[config.mk]
export PLATFORM = sky130hd
export DESIGN_NAME = lvds_tx_flat
export DESIGN_NICKNAME = d
export VERILOG_FILES = /design/src/rtl/lvds_tx_pkg.sv /design/src/rtl/lvds_tx_if.sv /design/src/rtl/lvds_tx_shifter.sv /design/src/rtl/lvds_tx.sv /design/src/flat_wrapper.sv
export SDC_FILE = /design/constraint.sdc
export NUM_CORES = 1
export LEC_CHECK = 0
export CORE_MARGIN = 3
export CORE_UTILIZATION = 58
export CTS_BUF_LIST = sky130_fd_sc_hd__clkbuf_4 sky130_fd_sc_hd__clkbuf_8
export DETAILED_ROUTE_END_ITERATION = 8
export PLACE_DENSITY_LB_ADDON = 0.15
export SYNTH_ARGS = -nofsm -noshare
export SYNTH_HDL_FRONTEND = slang
export SYNTH_SLANG_ARGS = --single-unit
[constraint.sdc]
create_clock -name i_ddr_clk -period 2.85 [get_ports i_ddr_clk]
set_clock_uncertainty 0.2 [all_clocks]
set_input_delay 0.57 -clock i_ddr_clk [delete_from_list [all_inputs] [get_ports i_ddr_clk]]
set_output_delay 0.57 -clock i_ddr_clk [all_outputs]
set_load 0.03 [all_outputs]
[src/rtl/lvds_tx_pkg.sv]
// Shared definitions for the LVDS I/Q transmit path (also used by the receiver).
// Optional build macro used by this block: LVDS_TX_SYNC_FORCE_EN.
package lvds_pkg;

  localparam logic [1:0] LVDS_I_SYNC = 2'b10;
  localparam logic [1:0] LVDS_Q_SYNC = 2'b01;
  localparam int         LVDS_WORD_W = 32;
  localparam int         LVDS_PAIRS  = 16;

  typedef enum logic [1:0] {
    ST_IDLE = 2'b00,
    ST_LOAD = 2'b01,
    ST_TX   = 2'b11
  } lvds_state_e;

endpackage

[src/rtl/lvds_tx_if.sv]
// TX FIFO read port as seen by the serializer.
// Handshake: the serializer raises fifo_pull for one cycle only while
// fifo_empty is low; the FIFO pops on that edge and the popped word is valid
// on fifo_data throughout the following cycle. There is no back-pressure.
interface lvds_tx_if;
  import lvds_pkg::*;

  logic                   fifo_empty;
  logic                   fifo_pull;
  logic [LVDS_WORD_W-1:0] fifo_data;

  modport master (output fifo_pull, input fifo_empty, input fifo_data);
  modport slave  (input fifo_pull, output fifo_empty, output fifo_data);
endinterface

[src/rtl/lvds_tx_shifter.sv]
// 32-bit load/shift register plus 4-bit pair counter for the LVDS serializer.
// Pairs leave from the top two bits; the register refills with the idle pair
// so the output settles to the idle pattern once a word has drained.
// With LVDS_TX_SYNC_FORCE_EN defined, the sync fields are overwritten on load.
module lvds_tx_shifter
  import lvds_pkg::*;
#(
  parameter logic [1:0] IDLE_PATTERN = 2'b00
) (
  input  logic                   clk_i,
  input  logic                   rst_i,
  input  logic                   load_i,
  input  logic                   shift_i,
  input  logic [LVDS_WORD_W-1:0] data_in_i,
  output logic [1:0]             pair_out_o,
  output logic                   last_o,
  output logic                   prefetch_o
);

  logic [LVDS_WORD_W-1:0] shreg_q, shreg_d;
  logic [3:0]             cnt_q, cnt_d;
  logic [LVDS_WORD_W-1:0] load_word;

`ifdef LVDS_TX_SYNC_FORCE_EN
  // Guarantee the modem always sees valid sync fields, whatever the FIFO holds.
  assign load_word = {LVDS_I_SYNC, data_in_i[29:16], LVDS_Q_SYNC, data_in_i[13:0]};
`else
  // FIFO content is trusted and sent verbatim.
  assign load_word = data_in_i;
`endif

  // Next-state: a load restarts the word, otherwise shift one pair out.
  always_comb begin
    shreg_d = shreg_q;
    cnt_d   = cnt_q;
    if (load_i) begin
      shreg_d = load_word;
      cnt_d   = 4'd0;
    end else if (shift_i) begin
      shreg_d = {shreg_q[LVDS_WORD_W-3:0], IDLE_PATTERN};
      cnt_d   = cnt_q + 4'd1;
    end
  end

  // State registers; the output pair comes straight from these flops.
  always_ff @(posedge clk_i) begin
    if (rst_i) begin
      shreg_q <= {LVDS_PAIRS{IDLE_PATTERN}};
      cnt_q   <= 4'd0;
    end else begin
      shreg_q <= shreg_d;
      cnt_q   <= cnt_d;
    end
  end

  assign pair_out_o = shreg_q[LVDS_WORD_W-1 -: 2];
  assign last_o     = (cnt_q == 4'd15);
  assign prefetch_o = (cnt_q == 4'd14);

endmodule

[src/rtl/lvds_tx.sv]
// LVDS transmit serializer: pops I/Q words from the TX FIFO and sends them
// MSB-first, two bits per clock, back-to-back with a prefetch at pair 14.
// Optional build macro: LVDS_TX_SYNC_FORCE_EN (handled in lvds_tx_shifter).
module lvds_tx
  import lvds_pkg::*;
#(
  parameter logic [1:0] IDLE_PATTERN = 2'b00
) (
  input  logic             i_ddr_clk,
  input  logic             i_reset,
  input  logic             i_tx_enable,
  lvds_tx_if.master        fifo,
  output logic             o_fifo_read_clk,
  output logic [1:0]       o_ddr_data,
  output logic             o_underrun,
  output logic [1:0]       o_debug_state
);

  lvds_state_e state_q, state_d;
  logic        pending_q, pending_d;
  logic        underrun_q, underrun_d;
  logic        pull;
  logic        sh_load, sh_shift, sh_last, sh_prefetch;
  logic        can_pull;

  assign can_pull = i_tx_enable & ~fifo.fifo_empty;

  // Next-state, pull and shifter control; pull is blocked outright during reset.
  always_comb begin
    state_d    = state_q;
    pending_d  = pending_q;
    underrun_d = 1'b0;
    pull       = 1'b0;
    sh_load    = 1'b0;
    sh_shift   = 1'b0;
    case (state_q)
      ST_IDLE: begin
        pull = can_pull;
        if (can_pull) state_d = ST_LOAD;
      end
      ST_LOAD: begin
        sh_load = 1'b1;
        state_d = ST_TX;
      end
      ST_TX: begin
        sh_shift = 1'b1;
        if (sh_prefetch) begin
          pull = can_pull;
          if (can_pull) pending_d = 1'b1;
        end
        if (sh_last) begin
          if (pending_q) begin
            // Prefetched word is on fifo_data now: reload for a gapless join.
            sh_load   = 1'b1;
            pending_d = 1'b0;
          end else begin
            state_d    = ST_IDLE;
            underrun_d = i_tx_enable;
          end
        end
      end
      default: state_d = ST_IDLE;
    endcase
    if (i_reset) pull = 1'b0;
  end

  // FSM, pending flag and underrun pulse registers.
  always_ff @(posedge i_ddr_clk) begin
    if (i_reset) begin
      state_q    <= ST_IDLE;
      pending_q  <= 1'b0;
      underrun_q <= 1'b0;
    end else begin
      state_q    <= state_d;
      pending_q  <= pending_d;
      underrun_q <= underrun_d;
    end
  end

  lvds_tx_shifter #(
    .IDLE_PATTERN (IDLE_PATTERN)
  ) u_shifter (
    .clk_i      (i_ddr_clk),
    .rst_i      (i_reset),
    .load_i     (sh_load),
    .shift_i    (sh_shift),
    .data_in_i  (fifo.fifo_data),
    .pair_out_o (o_ddr_data),
    .last_o     (sh_last),
    .prefetch_o (sh_prefetch)
  );

  assign fifo.fifo_pull  = pull;
  assign o_fifo_read_clk = i_ddr_clk;
  assign o_underrun      = underrun_q;
  assign o_debug_state   = state_q;

endmodule

[src/flat_wrapper.sv]
// flat-port wrapper written by rule: the top's interface ports become plain ports
module lvds_tx_flat import lvds_pkg::*;
#(
  parameter logic [1:0] IDLE_PATTERN = 2'b00
)
  (i_ddr_clk, i_reset, i_tx_enable, o_fifo_read_clk, o_ddr_data, o_underrun, o_debug_state, fifo_fifo_pull, fifo_fifo_empty, fifo_fifo_data);
  lvds_tx_if fifo_i ();
  input  logic i_ddr_clk;
  input  logic i_reset;
  input  logic i_tx_enable;
  output logic o_fifo_read_clk;
  output logic [1:0] o_ddr_data;
  output logic o_underrun;
  output logic [1:0] o_debug_state;
  output wire logic [$bits(fifo_i.fifo_pull)-1:0] fifo_fifo_pull;
  input wire logic [$bits(fifo_i.fifo_empty)-1:0] fifo_fifo_empty;
  input wire logic [$bits(fifo_i.fifo_data)-1:0] fifo_fifo_data;
  assign fifo_fifo_pull = fifo_i.fifo_pull;
  assign fifo_i.fifo_empty = fifo_fifo_empty;
  assign fifo_i.fifo_data = fifo_fifo_data;
  lvds_tx #(.IDLE_PATTERN(IDLE_PATTERN)) u_core (.i_ddr_clk(i_ddr_clk), .i_reset(i_reset), .i_tx_enable(i_tx_enable), .fifo(fifo_i), .o_fifo_read_clk(o_fifo_read_clk), .o_ddr_data(o_ddr_data), .o_underrun(o_underrun), .o_debug_state(o_debug_state));
endmodule
==> results of run 1 <==
==> layout make-up <==
type | count | area [um^2] | share of cell area
flip-flops and latches | 40 | 800.8 | 0.2808
inverters | 34 | 127.6 | 0.04476
well taps | 48 | 60.06 | 0.02106
multi-input cells | 129 | 1246 | 0.4370
repair buffers | 50 | 470.5 | 0.1650
clock buffers | 11 | 146.4 | 0.05134
==> flip-flops by register name (all words and copies together) (netlist names) <==
signal                    count
u_core.u_shifter.cnt_q        4
u_core.o_debug_state          2
u_core.pending_q              1
u_core.o_underrun             1
u_core.u_shifter.shreg_q     32
==> cell usage in the layout, fill, tap and decap left out, drive strengths merged <==
master / instances
nor3: 3
xor2: 2
clkbuf: 10
dfxtp: 40
a21oi: 3
nor4bb: 1
mux2: 30
nor4: 1
xnor2: 1
ha: 5
mux2i: 1
a2111oi: 1
a41oi: 1
nand4b: 1
and3: 1
a21o: 1
clkdlybuf4s50: 39
and2: 1
a22o: 1
inv: 34
a22oi: 2
nand2b: 3
buf: 11
nand2: 1
a211oi: 63
nor2: 2
dlygate4sd2: 1
nand3: 2
nand4: 1
and4: 1
==> per-layer routing <==
metal / global-route usage / wire length [um]
met1: 0.2596 / 2092
met2: 0.3178 / 2265
met5: 0 / 0
met4: 0.09328 / 55
met3: 0.06232 / 249
==> tightest hold or removal path, delay by kind of cell (launching register included) <==
kind / cells / cell delay [ns]
flops: 1 / 0.34
simple gates: 1 / 0.08
mux: 1 / 0.06
==> per-stage QoR <==
stage                     utilization  instances
after detailed placement       0.7200        302
after CTS                      0.7561        312
after floorplan                     -        230
after global placement         0.7200        302
after global routing           0.7561        312
final                          0.7561        312
==> kinds of logic after synthesis <==
logic type | Yosys count | share of synthesized area
and+or+nand+nor | 18 | 0.05363
AOI/OAI and AO/OA | 72 | 0.2906
xor gates and xnor gates | 3 | 0.01126
buffers and inverters | 61 | 0.1255
adders and majority gates | 5 | 0.02681
DFF | 40 | 0.3432
muxes | 31 | 0.1491
==> worst paths after layout <==
kind | start | to | slack (ns) | cells past startpoint
worst max-delay path | i_ddr_clk | o_fifo_read_clk | 0.08 | 3
worst min register to register | u_core.o_debug_state[1] | u_core.o_debug_state[1] | 0.33 | 2
worst min-delay path | u_core.o_debug_state[1] | u_core.o_debug_state[1] | 0.33 | 2
worst max register to register | u_core.u_shifter.cnt_q[0] | u_core.u_shifter.shreg_q[24] | 0.76 | 5
==> report_power, final <==
group	internal, mW	switching (mW)	leakage, nW
sequential	0.742	0.0915	0.328
combinational	0.494	0.532	0.720
clock	0.318	0.240	0.0772
==> impl_metrics.csv, run 1 <==
group,metric,value,unit
setup_path,cpMaxStageDelayCell,"dlygate4sd2_1",
sta,fin_ws,0.08289,ns
synthesis,synth_most_common_cell,"dfxtp_1",
grt,antenna_found_initial,0,
clocking,cts_resized,1,
route,final_antenna_net_count,0,
synthesis,yosysUniqueCellTypes,33,
synthesis,synth_area_leaders,"dfxtp_1 34%, a211oi_2 14%, a211oi_1 12%",
synthesis,syn_avg_cell_area,10.15,um^2
sta,finalSetupViolCount,0,
synthesis,async_reset_ff_frac,0,
setup_path,cp.arrival,2.00,ns
sta,tightest_slew,0.6091,ns
placement,io_buffers,42,
clocking,clock_latency,0.39,ns
clocking,cts_setup_buffers,0,
clocking,clk_pin_slew,0.07,ns
placement,placed_cell_area,2715,um^2
placement,pre_cts_slack,0.09084,ns
synthesis,syn_area,2333,um^2
grt,grt_pass1_vias,1672,
pwr,peakVddDrop,0.5530,mV
clocking,cts_hold_buf,0,
route,drtPass1Iterations,4,
layout,antenna_cells,0,
floorplan,die_area,4821,um^2
grt,track_usage,0.2047,
route,routed_wirelength,4662,um
setup_path,crit_path_max_incr_delay,0.34,ns
sta,rsz0062_at_grt,"no",
placement,place_hpwl,3020,um
setup_path,worstSetupStartpointType,"clock port",
synthesis,synth_nets,271,
layout,fin_nets,305,
setup_path,crit_buf_inv,3,
synthesis,yosysTopAreaCellShare,0.3432,
grt,grt_first_pass_wirelength,7900,um
setup_path,critPathMaxFanout,2,
synthesis,synth_cells,230,
floorplan,die_h,69.43,um
run_status,outcome,"finished clean",
grt,grt_max_degree,42,
layout,fill_cells,279,
sta,finalSetupTns,0,ns
synthesis,synth_commonest_cells,"40 x dfxtp_1, 36 x a211oi_1, 34 x inv_1, 27 x a211oi_2, 22 x mux2_2",
setup_path,cpLargestDelayFamily,"buffers and inverters",
route,drt_iter0_markers,155,
setup_path,crit_type,"clock port to primary output",
synthesis,synth_edf_count,0,
grt,gr-total-overflow,0,
route,viasPerCell,5.689,
layout,final_cell_area,2851,um^2
setup_path,cpMostUsedCell,"clkbuf_8",
synthesis,ys_ff_latch,40,
route,num_vias,1775,
min_path,hold_path.class,"register to register",
floorplan,dieWidth,69.43,um
synthesis,ys_warn_count,0,
synthesis,yosysTopAreaCell,"dfxtp_1",
clocking,tritoncts,"built",
setup_path,worstPathRequired,2.08,ns
route,routedWlPerCell,14.94,um
sta,maxSlewViolCount,0,
pwr,powerDensity,847.6,nW/um^2
route,drc,0,
placement,place.gp.congestion,0.7987,
sta,relSlewSlack,0.5940,
floorplan,core_area,3771,um^2
floorplan,num_rows,22,
setup_path,end_kind,"primary output",
layout,area_growth,22.20,%
floorplan,io_pins,43,
floorplan,initial_core_util,0.6188,
sta,whs,0.3252,ns
setup_path,cp_cell_sequence,"clkbuf_8 -> clkbuf_8 -> dlygate4sd2_1",
job,maxCapViolCount,0,
synthesis,yosys_most_used_dff,"dfxtp_1",
pwr,total_power,2.417,mW
sta,hold_viol,0,
synthesis,yosysSeqAreaShare,0.3432,
layout,final_layout_size_suffix_gt1_frac,0.2879,
pwr,leakagePower,1.125,nW
(Power assumes the default switching activity.)
==> run 2: changes to the inputs <==
--- a/config.mk
+++ b/config.mk
@@ -5,11 +5,11 @@
 export SDC_FILE = /design/constraint.sdc
 export NUM_CORES = 1
 export LEC_CHECK = 0
-export CORE_MARGIN = 3
+export CORE_ASPECT_RATIO = 0.9
 export CORE_UTILIZATION = 58
 export CTS_BUF_LIST = sky130_fd_sc_hd__clkbuf_4 sky130_fd_sc_hd__clkbuf_8
 export DETAILED_ROUTE_END_ITERATION = 8
-export PLACE_DENSITY_LB_ADDON = 0.15
+export PLACE_DENSITY = 0.95
 export SYNTH_ARGS = -nofsm -noshare
 export SYNTH_HDL_FRONTEND = slang
 export SYNTH_SLANG_ARGS = --single-unit
==> run 2 against run 1 <==
- utilization decreased by 0.48 points
- register-to-register slack improved by 0.04 ns
- critical path depth unchanged
- via count increased by 1.4%
- largest cell class unchanged
- sequential share of layout area increased by 0.086 points
- power increased by 0.19%
- critical path type unchanged
- final cell count decreased by 0.64%
==> impl_metrics.csv, run 2 (synthesis results as in run 1) <==
group,metric,value,unit
run_status,outcome,"finished clean",
sta,maxSlewViolCount,0,
sta,fin_ws,0.08917,ns
layout,final_layout_size_suffix_gt1_frac,0.2879,
setup_path,end_kind,"primary output",
sta,hold_viol,0,
grt,grt_pass1_vias,1801,
clocking,tritoncts,"built",
pwr,p_int,1.555,mW
grt,gr-total-overflow,0,
min_path,min_path_cells,2,
sta,rsz0062_at_grt,"no",
floorplan,io_pins,43,
route,final_antenna_net_count,0,
pwr,comb_power_share,0.425,
route,drc,0,
setup_path,crit_start,"i_ddr_clk",
placement,pre_cts_slack,0.09084,ns
placement,io_buffers,42,
placement,place_hpwl,2978,um
layout,final_cell_area,2843,um^2
min_path,min-delay-start,"u_core.o_debug_state[1]",
setup_path,r2r_setup_slack,0.80,ns
setup_path,cpLargestDelayFamily,"buffers and inverters",
route,routedWlPerCell,15.54,um
layout,regMostFlops,"u_core.u_shifter.shreg_q",
pwr,p_sw,0.8669,mW
setup_path,worstSetupStartpointType,"clock port",
floorplan,dieWidth,68.86,um
grt,track_usage,0.2509,
floorplan,num_rows,21,
setup_path,cpMostUsedCell,"clkbuf_8",
route,drtPass1Iterations,4,
setup_path,cp_cell_sequence,"clkbuf_8 -> clkbuf_8 -> dlygate4sd2_1",
route,routed_wirelength,4816,um
pwr,pwr-share-seq,0.345,
layout,final_common_cell,"dfxtp_1",
setup_path,crit_type,"clock port to primary output",
setup_path,cp.arrival,1.99,ns
grt,antenna_found_initial,0,
clocking,clock_latency,0.40,ns
layout,layout_common_cells,"40 x dfxtp_1, 39 x clkdlybuf4s50_1, 36 x a211oi_1",
setup_path,crit_path_max_incr_delay,0.34,ns
setup_path,reg2reg_to,"u_core.u_shifter.shreg_q[25]",
pwr,powerDensity,851.8,nW/um^2
setup_path,worstPathRequired,2.08,ns
route,viasPerCell,5.803,
setup_path,r2r_cells,5,
pwr,leakagePower,1.122,nW
job,maxCapViolCount,0,
clocking,clk_pin_slew,0.07,ns
route,drt_iter0_markers,141,
placement,place.gp.congestion,0.7525,
floorplan,die_area,4281,um^2
pwr,swShare,0.3580,
min_path,hold_path_end,"u_core.o_debug_state[1]",
pwr,clockPowerShare,0.230,
sta,finalSetupTns,0,ns
grt,grt_max_degree,42,
setup_path,timing.rr.start,"u_core.u_shifter.cnt_q[0]",
route,num_vias,1799,
floorplan,die_h,62.18,um
layout,antenna_cells,0,
setup_path,critPathMaxFanout,2,
sta,tightest_slew,0.6142,ns
placement,placed_cell_area,2705,um^2
floorplan,core_area,3784,um^2
grt,grt_first_pass_wirelength,8066,um
setup_path,crit_buf_inv,3,
floorplan,initial_core_util,0.6167,
layout,fin_nets,304,
min_path,hold_path.class,"register to register",
sta,relSlewSlack,0.5905,
pwr,peakVddDrop,0.5139,mV
layout,area_growth,21.82,%
sta,finalSetupViolCount,0,
setup_path,cpMaxStageDelayCell,"dlygate4sd2_1",
layout,fill_cells,267,
layout,largest_register_ffs,32,
run 2: cell count changes in the layout (fill, tap and decap cells not counted), sizes merged:
cell / before / now
buf: 11 / 10
clkbuf: 10 / 11
run 2: power by group through the flow:
| stage | logic (mW) | clock network (mW) | registers [mW] |
|---|---|---|---|
| 2_1_floorplan | 0.857 | 0.0525 | 0.832 |
| 3_3_place_gp | 0.993 | 0.0584 | 0.838 |
| 3_5_place_dp | 1.02 | 0.0584 | 0.848 |
| 4_1_cts | 1.03 | 0.573 | 0.835 |
| 5_1_grt | 1.14 | 0.603 | 0.858 |
| 6_report | 1.03 | 0.556 | 0.836 |
run 2: area by class of cell:
type                       count  area [um^2]  area share
inverter                      34        127.6     0.04489
clock buffer                  12        147.6     0.05194
tap                           46        57.56     0.02025
multi-input combinational    129         1246      0.4384
sequential                    40        800.8      0.2817
timing repair buffer          49        462.9      0.1629
run 2: timing repair:
item | 4_1_cts | 5_1_grt
setup buffers | 0 | 0
endpoints found under the setup margin | 1 | 0
hold buffers | 0 | 0
gates resized for setup | 1 | 0
run 2: routing by layer:
layer	vias up	wire length, um	global-route usage
met5	-	0	0
met4	0	85	0.1250
met3	8	226	0.07721
met2	50	2253	0.3738
met1	846	2251	0.3204
li1	895	-	-
run 2: worst min-delay path: cells and delay by family, from the launching register on:
kind / cells / cell delay, ns
mux: 1 / 0.06
simple gates: 1 / 0.08
flops: 1 / 0.34
run 2: how the worst max path moves through the flow:
stage | cells after the start | to | slack [ns]
global placement | 1 | o_fifo_read_clk | 0.09
global route | 3 | o_fifo_read_clk | 0.08
finish | 3 | o_fifo_read_clk | 0.09
detailed placement | 1 | o_fifo_read_clk | 0.09
floorplan | 6 | fifo_fifo_pull | 0.16
CTS | 3 | o_fifo_read_clk | 0.08
run 2: through the flow:
step | total power, mW | std cells | utilization | hold slack, ns
6_report | 2.422 | 310 | 0.7513 | 0.3235
5_1_grt | 2.598 | 310 | 0.7513 | 0.3675
4_1_cts | 2.441 | 310 | 0.7513 | 0.3290
3_5_place_dp | 1.927 | 299 | 0.7149 | 0.3147
3_3_place_gp | 1.889 | 299 | 0.7149 | 0.3036
2_1_floorplan | 1.741 | 230 | - | 0.3133
==> run 3: changes to the inputs <==
--- a/config.mk
+++ b/config.mk
@@ -9,6 +9,7 @@
 export CORE_UTILIZATION = 58
 export CTS_BUF_LIST = sky130_fd_sc_hd__clkbuf_4 sky130_fd_sc_hd__clkbuf_8
 export DETAILED_ROUTE_END_ITERATION = 8
+export HOLD_SLACK_MARGIN = 0.02
 export PLACE_DENSITY = 0.95
 export SYNTH_ARGS = -nofsm -noshare
 export SYNTH_HDL_FRONTEND = slang
==> results of run 3 <==
The final DEF is identical to that of run 2; final timing and power are the same.
